<file path="config.mk">
export PLATFORM = sky130hd
export DESIGN_NAME = vme_system_controller
export DESIGN_NICKNAME = d
export VERILOG_FILES = /design/src/rtl/vme_system_controller.sv
export SDC_FILE = /design/constraint.sdc
export NUM_CORES = 1
export LEC_CHECK = 0
export CAP_MARGIN = 10
export CELL_PAD_IN_SITES_DETAIL_PLACEMENT = 0
export CELL_PAD_IN_SITES_GLOBAL_PLACEMENT = 1
export CORE_ASPECT_RATIO = 1.2
export CORE_MARGIN = 2
export CORE_UTILIZATION = 40
export DETAILED_ROUTE_END_ITERATION = 10
export PLACE_DENSITY = 0.76
export SLEW_MARGIN = 5
export SYNTH_ARGS = -nofsm -noshare
export SYNTH_HDL_FRONTEND = slang
export SYNTH_SLANG_ARGS = --single-unit
export TNS_END_PERCENT = 30
</file>
<file path="constraint.sdc">
create_clock -name clock -period 2 [get_ports clock]
set_input_delay 0.4 -clock clock [delete_from_list [all_inputs] [get_ports clock]]
set_output_delay 0.4 -clock clock [all_outputs]
set_load 0.005 [all_outputs]
</file>
<file path="src/rtl/vme_system_controller.sv">
// Slot-1 VME system controller: four-level fixed-priority bus arbiter with
// daisy-chain grant drive, plus a data-transfer bus timer that raises BERR.
module vme_system_controller #(
    parameter int unsigned BUS_TIMEOUT = 800,
    parameter int unsigned ARB_TIMEOUT = 64
) (
    input  logic       clock,
    input  logic       reset,
    input  logic       enable,
    input  logic [3:0] vme_bus_request,
    input  logic       vme_bbsy,
    input  logic       vme_as,
    input  logic [1:0] vme_ds,
    input  logic       vme_dtack,
    input  logic       vme_berr_in,
    output logic [3:0] vme_bus_grant_out,
    output logic       vme_berr,
    output logic [7:0] timeout_count,
    output logic       status_led
);

    localparam int unsigned BW = $clog2(BUS_TIMEOUT + 1);
    localparam int unsigned AW = $clog2(ARB_TIMEOUT + 1);

    typedef enum logic [1:0] {
        ST_IDLE,
        ST_GRANT,
        ST_OWNED,
        ST_RELEASE
    } state_t;

    // Bus inputs packed as {berr_in, dtack, ds[1:0], as, bbsy, br[3:0]}
    logic [9:0] sync1, sync2;

    logic [3:0] br_s;
    logic       bbsy_s, as_s, dtack_s, berr_in_s, bus_busy, ds_idle;
    logic [1:0] ds_s;

    state_t      state, state_next;
    logic [1:0]  level, level_next;
    logic [AW-1:0] arb_cnt, arb_next;
    logic [3:0]  bg_q, bg_next;

    logic [BW-1:0] tmr_cnt, tmr_next;
    logic          berr_q, berr_next;
    logic [7:0]    tc_q, tc_next;

    assign br_s      = sync2[3:0];
    assign bbsy_s    = sync2[4];
    assign as_s      = sync2[5];
    assign ds_s      = sync2[7:6];
    assign dtack_s   = sync2[8];
    assign berr_in_s = sync2[9];
    assign bus_busy  = !as_s || !bbsy_s;
    assign ds_idle   = &ds_s;

    always_ff @(posedge clock or negedge reset) begin
        if (!reset) begin
            sync1 <= '1;
            sync2 <= '1;
        end else begin
            sync1 <= {vme_berr_in, vme_dtack, vme_ds, vme_as, vme_bbsy, vme_bus_request};
            sync2 <= sync1;
        end
    end

    always_ff @(posedge clock or negedge reset) begin
        if (!reset) begin
            state   <= ST_IDLE;
            level   <= '0;
            arb_cnt <= '0;
            bg_q    <= '1;
        end else begin
            state   <= state_next;
            level   <= level_next;
            arb_cnt <= arb_next;
            bg_q    <= bg_next;
        end
    end

    always_comb begin
        state_next = state;
        level_next = level;
        arb_next   = arb_cnt;
        bg_next    = bg_q;
        if (!enable) begin
            state_next = ST_IDLE;
            arb_next   = '0;
            bg_next    = '1;
        end else begin
            case (state)
                ST_IDLE: begin
                    bg_next = '1;
                    if (br_s != 4'hF && !bus_busy) begin
                        if (!br_s[3])      level_next = 2'd3;
                        else if (!br_s[2]) level_next = 2'd2;
                        else if (!br_s[1]) level_next = 2'd1;
                        else               level_next = 2'd0;
                        bg_next    = ~(4'b0001 << level_next);
                        arb_next   = '0;
                        state_next = ST_GRANT;
                    end
                end
                ST_GRANT: begin
                    if (bus_busy) begin
                        state_next = ST_OWNED;
                    end else if (br_s[level]) begin
                        state_next = ST_RELEASE;
                        bg_next    = '1;
                    end else begin
                        // Counter stops at the limit, which also withdraws the grant
                        arb_next = arb_cnt + 1'b1;
                        if (arb_next == AW'(ARB_TIMEOUT)) begin
                            state_next = ST_RELEASE;
                            bg_next    = '1;
                        end
                    end
                end
                ST_OWNED: begin
                    if (br_s[level]) begin
                        state_next = ST_RELEASE;
                        bg_next    = '1;
                    end
                end
                default: begin
                    bg_next = '1;
                    if (!bus_busy) state_next = ST_IDLE;
                end
            endcase
        end
    end

    always_ff @(posedge clock or negedge reset) begin
        if (!reset) begin
            tmr_cnt <= '0;
            berr_q  <= 1'b1;
            tc_q    <= '0;
        end else begin
            tmr_cnt <= tmr_next;
            berr_q  <= berr_next;
            tc_q    <= tc_next;
        end
    end

    always_comb begin
        tmr_next  = tmr_cnt;
        berr_next = berr_q;
        tc_next   = tc_q;
        if (!enable) begin
            tmr_next  = '0;
            berr_next = 1'b1;
        end else if (!berr_q) begin
            if (ds_idle) begin
                berr_next = 1'b1;
                tmr_next  = '0;
            end
        end else if (ds_idle || !dtack_s) begin
            tmr_next = '0;
        end else if (berr_in_s) begin
            if (tmr_cnt == BW'(BUS_TIMEOUT - 1)) begin
                tmr_next  = BW'(BUS_TIMEOUT);
                berr_next = 1'b0;
                if (tc_q != 8'hFF) tc_next = tc_q + 8'd1;
            end else begin
                tmr_next = tmr_cnt + 1'b1;
            end
        end
    end

    assign vme_bus_grant_out = bg_q;
    assign vme_berr          = berr_q;
    assign timeout_count     = tc_q;

    always_ff @(posedge clock or negedge reset) begin
        if (!reset) status_led <= 1'b0;
        else        status_led <= (bg_next != 4'hF);
    end

endmodule

</file>
* Word level (Yosys, flattened, before mapping)
Index checks and enable logic that the tools add are counted.
** Storage, ports and cells
- Flip-flop bits (word level) :: 55
- Output and inout port bits :: 14
** Cells by class
- Eq/ne operators :: 16
- Shifts and indexed selects :: 1
- Muxes and demuxes :: 40
- Magnitude comparators :: 1
- $add $sub $neg :: 3
- Reductions and logical operators :: 14
- Bitwise gates (word level) :: 2
** Operators with widths (count)
- 10-bit two-way mux :: 6
- 7-bit two-way mux :: 4
- 2-bit two-way mux :: 12
- 4-bit two-way mux :: 6
- 7-bit case mux with 2 select lines :: 1
- 3-bit inequality test (second input constant) :: 4
- 4-bit case mux with 3 select lines :: 1
- 10-bit by 1-bit adder with 10-bit output (second input constant) :: 1
- 10-bit == test (second input constant) :: 1
- 8-bit by 1-bit adder with 8-bit output (second input constant) :: 1
- 1-bit two-way mux :: 8
- 4-bit inequality test (second input constant) :: 2
- 8-bit inequality test (second input constant) :: 1
- 4-bit AND reduction :: 2
- 7-bit by 1-bit adder with 7-bit output (second input constant) :: 1
- 7-bit == test (second input constant) :: 1
- 3-bit by 1-bit inequality test with 1-bit output (second input constant) :: 2
- 2-bit case mux with 3 select lines :: 1
- 6-bit AND reduction :: 1
- 5-bit by 2-bit inequality test with 1-bit output (second input constant) :: 1
- 5-bit inequality test (second input constant) :: 1
- 1-bit zero test :: 4
- 4-bit by 3-bit inequality test with 1-bit output (second input constant) :: 1
- 4-bit NOT :: 1
- other kinds (11) :: 13

* Depth between registers and ports, before layout
Gate-level depths: netlist of the first run.
- Depth in word-level cells :: 13
- Gate-level depth with buffers :: 9
- Mapped depth without buffers :: 7

* Worst setup path after synthesis of the first run
OpenSTA, ideal clock, no wires.
- Path type :: register to register
- Start :: reg tmr_cnt[0]
- End :: reg tc_q[1], in the netlist timeout_count[1]
- Setup time :: 0.125 ns
- Stages on the path, launching flop included :: 6
- Slack :: 0.110 ns
- Period minus slack after synthesis :: 1.890 ns
- Arrival :: 1.766 ns
- Path through :: dfrtp_1 ha_1 and4_1 nand3_1 a311oi_2 mux2_2
** Between the ends
- Cells in the longest elaborated chain, start to end :: 2
** RTL lines
- from (decl) :: RTL line 44 : logic [BW-1:0] tmr_cnt, tmr_next;
- from (signal assigned) :: RTL line 139 : tmr_cnt <= tmr_next;
- 10-bit == test :: RTL line 160 : if (tmr_cnt == BW'(BUS_TIMEOUT - 1)) begin
- 6-bit AND reduction (no source line)
- to (signal assigned) :: RTL line 141 : tc_q <= tc_next;
- to (decl) :: RTL line 46 : logic [7:0] tc_q, tc_next;
Every way passes these cells.
A chain may end at the register's enable or synchronous reset.

* Worst setup path after layout of the first run
- Start :: reg level[0]
- End :: reg arb_cnt[0]
** Between the ends
- Cells in the longest elaborated chain, start to end :: 4
** RTL lines
- from (decl) :: RTL line 40 : logic [1:0] level, level_next;
- from (signal assigned) :: RTL line 75 : level <= level_next;
- 1-bit binary-select mux with 2-bit select :: RTL line 107 : end else if (br_s[level]) begin
- 1-bit two-way mux (implied by the code) :: RTL line 107
- 3-bit inequality test (no source line)
- 4-bit AND reduction (no source line)
- to (signal assigned) :: RTL line 76 : arb_cnt <= arb_next;
- to (decl) :: RTL line 41 : logic [AW-1:0] arb_cnt, arb_next;
Every way passes these cells. The select of a mux whose other input is x is not followed.

==> flow_summary.ini, run 1 <==
[run]
drv_cap = 0

[sta]
worst_pin_slew_ns = 0.3705
slew_headroom = 0.7495
drv_slew = 0
max_freq_ghz = 0.5305
finalClockSkew_ns = 0.002908
setup_viol = 0
rsz0062_at_grt = false
timing.final.crit_share = 0.9425
period_needed_ns = 1.885
hold_viol_final = 0

[yosys]
synth_area_mm2 = 0.002595
synth_nets = 263
ys_warn_count = 0
async_flop_share = 1.000
synth_edf_count = 0
yosys_register_bits = 55
ys_seq_area_frac = 0.5424
netlist_instances = 243
ys.flop_type = dfrtp_1
synth.distinct_cells = 50
synth.avg_cell_area_um2 = 10.68

[routing]
drc = 0
vias = 1967
viasPerCell = 5.231
routedWlPerCell_um = 12.35
ant_nets = 0
drtIter0Drc = 81
drt-pass1-iter-count = 4
wl_mm = 4.644

[clock_tree]
root_buffer = clkbuf_8
cts.sinks = 55
post_cts_buffers = 0
insertion_delay_ns = 0.30
cts_max_path_buffers = 2
htree_levels = 2
cts_made_buffers = 5
clk_pin_slew_worst_paths_ns = 0.10
cts_tree = yes

[final_layout]
final_util = 0.4984
final_cells = 376
drive_gt1_frac = 0.2371
n_antenna_cell = 0
layout.nets = 310
fillers = 590
synthToLayoutAreaGrowth_pct = 22.28

[floorplanning]
coreArea_mm2 = 0.006366
die_height_um = 92.23
die_w_um = 77.53
num_rows = 32
io_pins = 27
dieArea_mm2 = 0.007150
start_util = 0.4076

[pwr]
peakVddDrop_uv = 423.6
leakage_nw = 1.306
powerDensity_mw_per_mm2 = 734.3
finalPower_w = 0.002330

[critical_path]
crit_path_start_kind = register
worstReg2RegStart = level[0]
crit_path_cell_trace = mux4_2 > a221o_2 > nor3b_2 > a21oi_1 > nor2b_1
crit_slowest_cell = mux4_2
critical_path_class = register to register
critPathMaxStageDelay_ns = 0.57
crit_path_max_fanout = 9
r2r_slack_ns = 0.12
r2r-end = arb_cnt[0]
crit_required_ns = 2.24
ff2ff_path_depth = 5
cp-end-kind = register
crit_arrival_ns = 2.12

[run_status]
outcome = finished, final reports clean

[placement]
port_buffers = 26
dp.cells = 368
dp_hpwl_mm = 3.279
gp_congestion = 0.7986

[grt]
grt_pass1_wl_mm = 8.217
grt_use_total = 0.1420
grt_pass1_vias = 1871
gr-total-overflow = 0
antenna_found_initial = 0
grt_max_degree = 56

[worst_hold_path]
hold_class = primary input to async pin
worst max-delay path by stage:
| stage | slack [ns] | start | end |
|---|---|---|---|
| 6_report | 0.12 | level[0] | arb_cnt[0] |
| 5_1_grt | 0.001 | level[0] | arb_cnt[0] |
| 4_1_cts | 0.06 | level[0] | arb_cnt[0] |
| 3_5_place_dp | -0.18 | enable | timeout_count[1] |
| 3_3_place_gp | -0.19 | enable | timeout_count[1] |
| 2_1_floorplan | 0.11 | tmr_cnt[0] | timeout_count[1] |
area by class of cell:
cell class / count / area, um2 / area share
flip-flops and latches: 55 / 1408 / 0.4436
inverters: 5 / 18.77 / 0.005915
well taps: 85 / 106.4 / 0.03352
clock inverters: 2 / 15.01 / 0.004732
repair buffers: 45 / 410.4 / 0.1293
clock buffers: 6 / 72.57 / 0.02287
multi-input cells: 178 / 1142 / 0.3600
worst max-delay path: cells and delay by family (launching register included):
kind | cells | cell delay, ns
compound gates | 2 | 0.56
flops | 1 | 0.37
mux | 1 | 0.57
simple gates | 2 | 0.31
through the flow:
step	worst slack, ns	TNS [ns]	instance area, um2	hold slack (ns)
after floorplan	0.1098	0	2595	0.1044
after global placement	-0.1860	-0.9647	3074	0.3454
after detailed placement	-0.1832	-1.096	3074	0.3468
after CTS	0.05712	0	3162	0.08551
after global routing	0.001131	0	3173	0.08192
final	0.1151	0	3173	0.06837
timing repair:
action | in CTS | in global routing
hold buffers | 0 | 0
endpoints found under the setup margin | 0 | 4
resized for setup | 0 | 3
registers in the layout, summed over array words and instances (netlist names):
signal             count
arb_cnt                7
level                  2
state                  2
status_led             1
sync1                 10
sync2                 10
timeout_count          8
tmr_cnt               10
vme_berr               1
vme_bus_grant_out      4
per-layer routing:
layer  track usage  up-vias  routed length, um
met3       0.03051        2                138
met4       0.04464        0                 36
met1        0.1801      958               2156
met2        0.2413       25               2312
met5             0        -                  0
li1              -      982                  -
power by group:
part	leakage, nW	internal (W)	total, W	switching, W
combinational	0.587	0.000232	0.000452	0.000220
clock	0.0461	0.000254	0.000620	0.000366
sequential	0.673	0.00121	0.00126	0.0000463
total	1.31	0.00170	0.00233	0.000632
cell usage after synthesis (all sizes together), types with 3 or more instances:
library cell	number	area, um2
nand2b	6	45.04
nor3	4	20.02
ha	7	87.58
dfstp	25	656.9
o21ai	27	135.1
nor3b	3	27.52
inv	5	18.77
dfrtp	30	750.7
and3	7	43.79
and2	3	18.77
a31oi	3	18.77
o31ai	5	37.54
a21boi	4	33.78
nor2	12	45.04
nand3	14	70.07
nand2	26	97.59
or2	5	31.28
a21oi	12	60.06
xnor2	6	52.55
nand4	6	43.79
cells by family after synthesis:
family	Yosys count	share of synthesized area
buffers and inverters	10	0.02170
adders and majority gates	7	0.03375
xor gates and xnor gates	8	0.02700
and+or+nand+nor	96	0.2015
muxes	5	0.02507
DFF	55	0.5424
AOI/OAI and AO/OA	62	0.1485
placed cells by master (no fill, tap or decap), drive strengths merged, types with 3 or more instances in the layout:
cell type	instances
o31ai	5
nor2	12
ha	7
nand3	14
o21ai	27
dfrtp	30
nand2b	6
nor3b	3
inv	7
nor3	4
dfstp	25
or2	5
nand2	26
clkdlybuf4s50	25
and3	7
a21oi	12
a31oi	3
buf	20
nand4	6
xnor2	6
and2	3
a21boi	4
clkbuf	6
Power figures use the tool's default switching activity.
==> inputs of run 2 (changes only) <==
Settings changed: HOLD_SLACK_MARGIN from default to 0.06.
==> results of run 2 <==
Same layout as run 1: the final DEF is identical, and so are final timing and power.
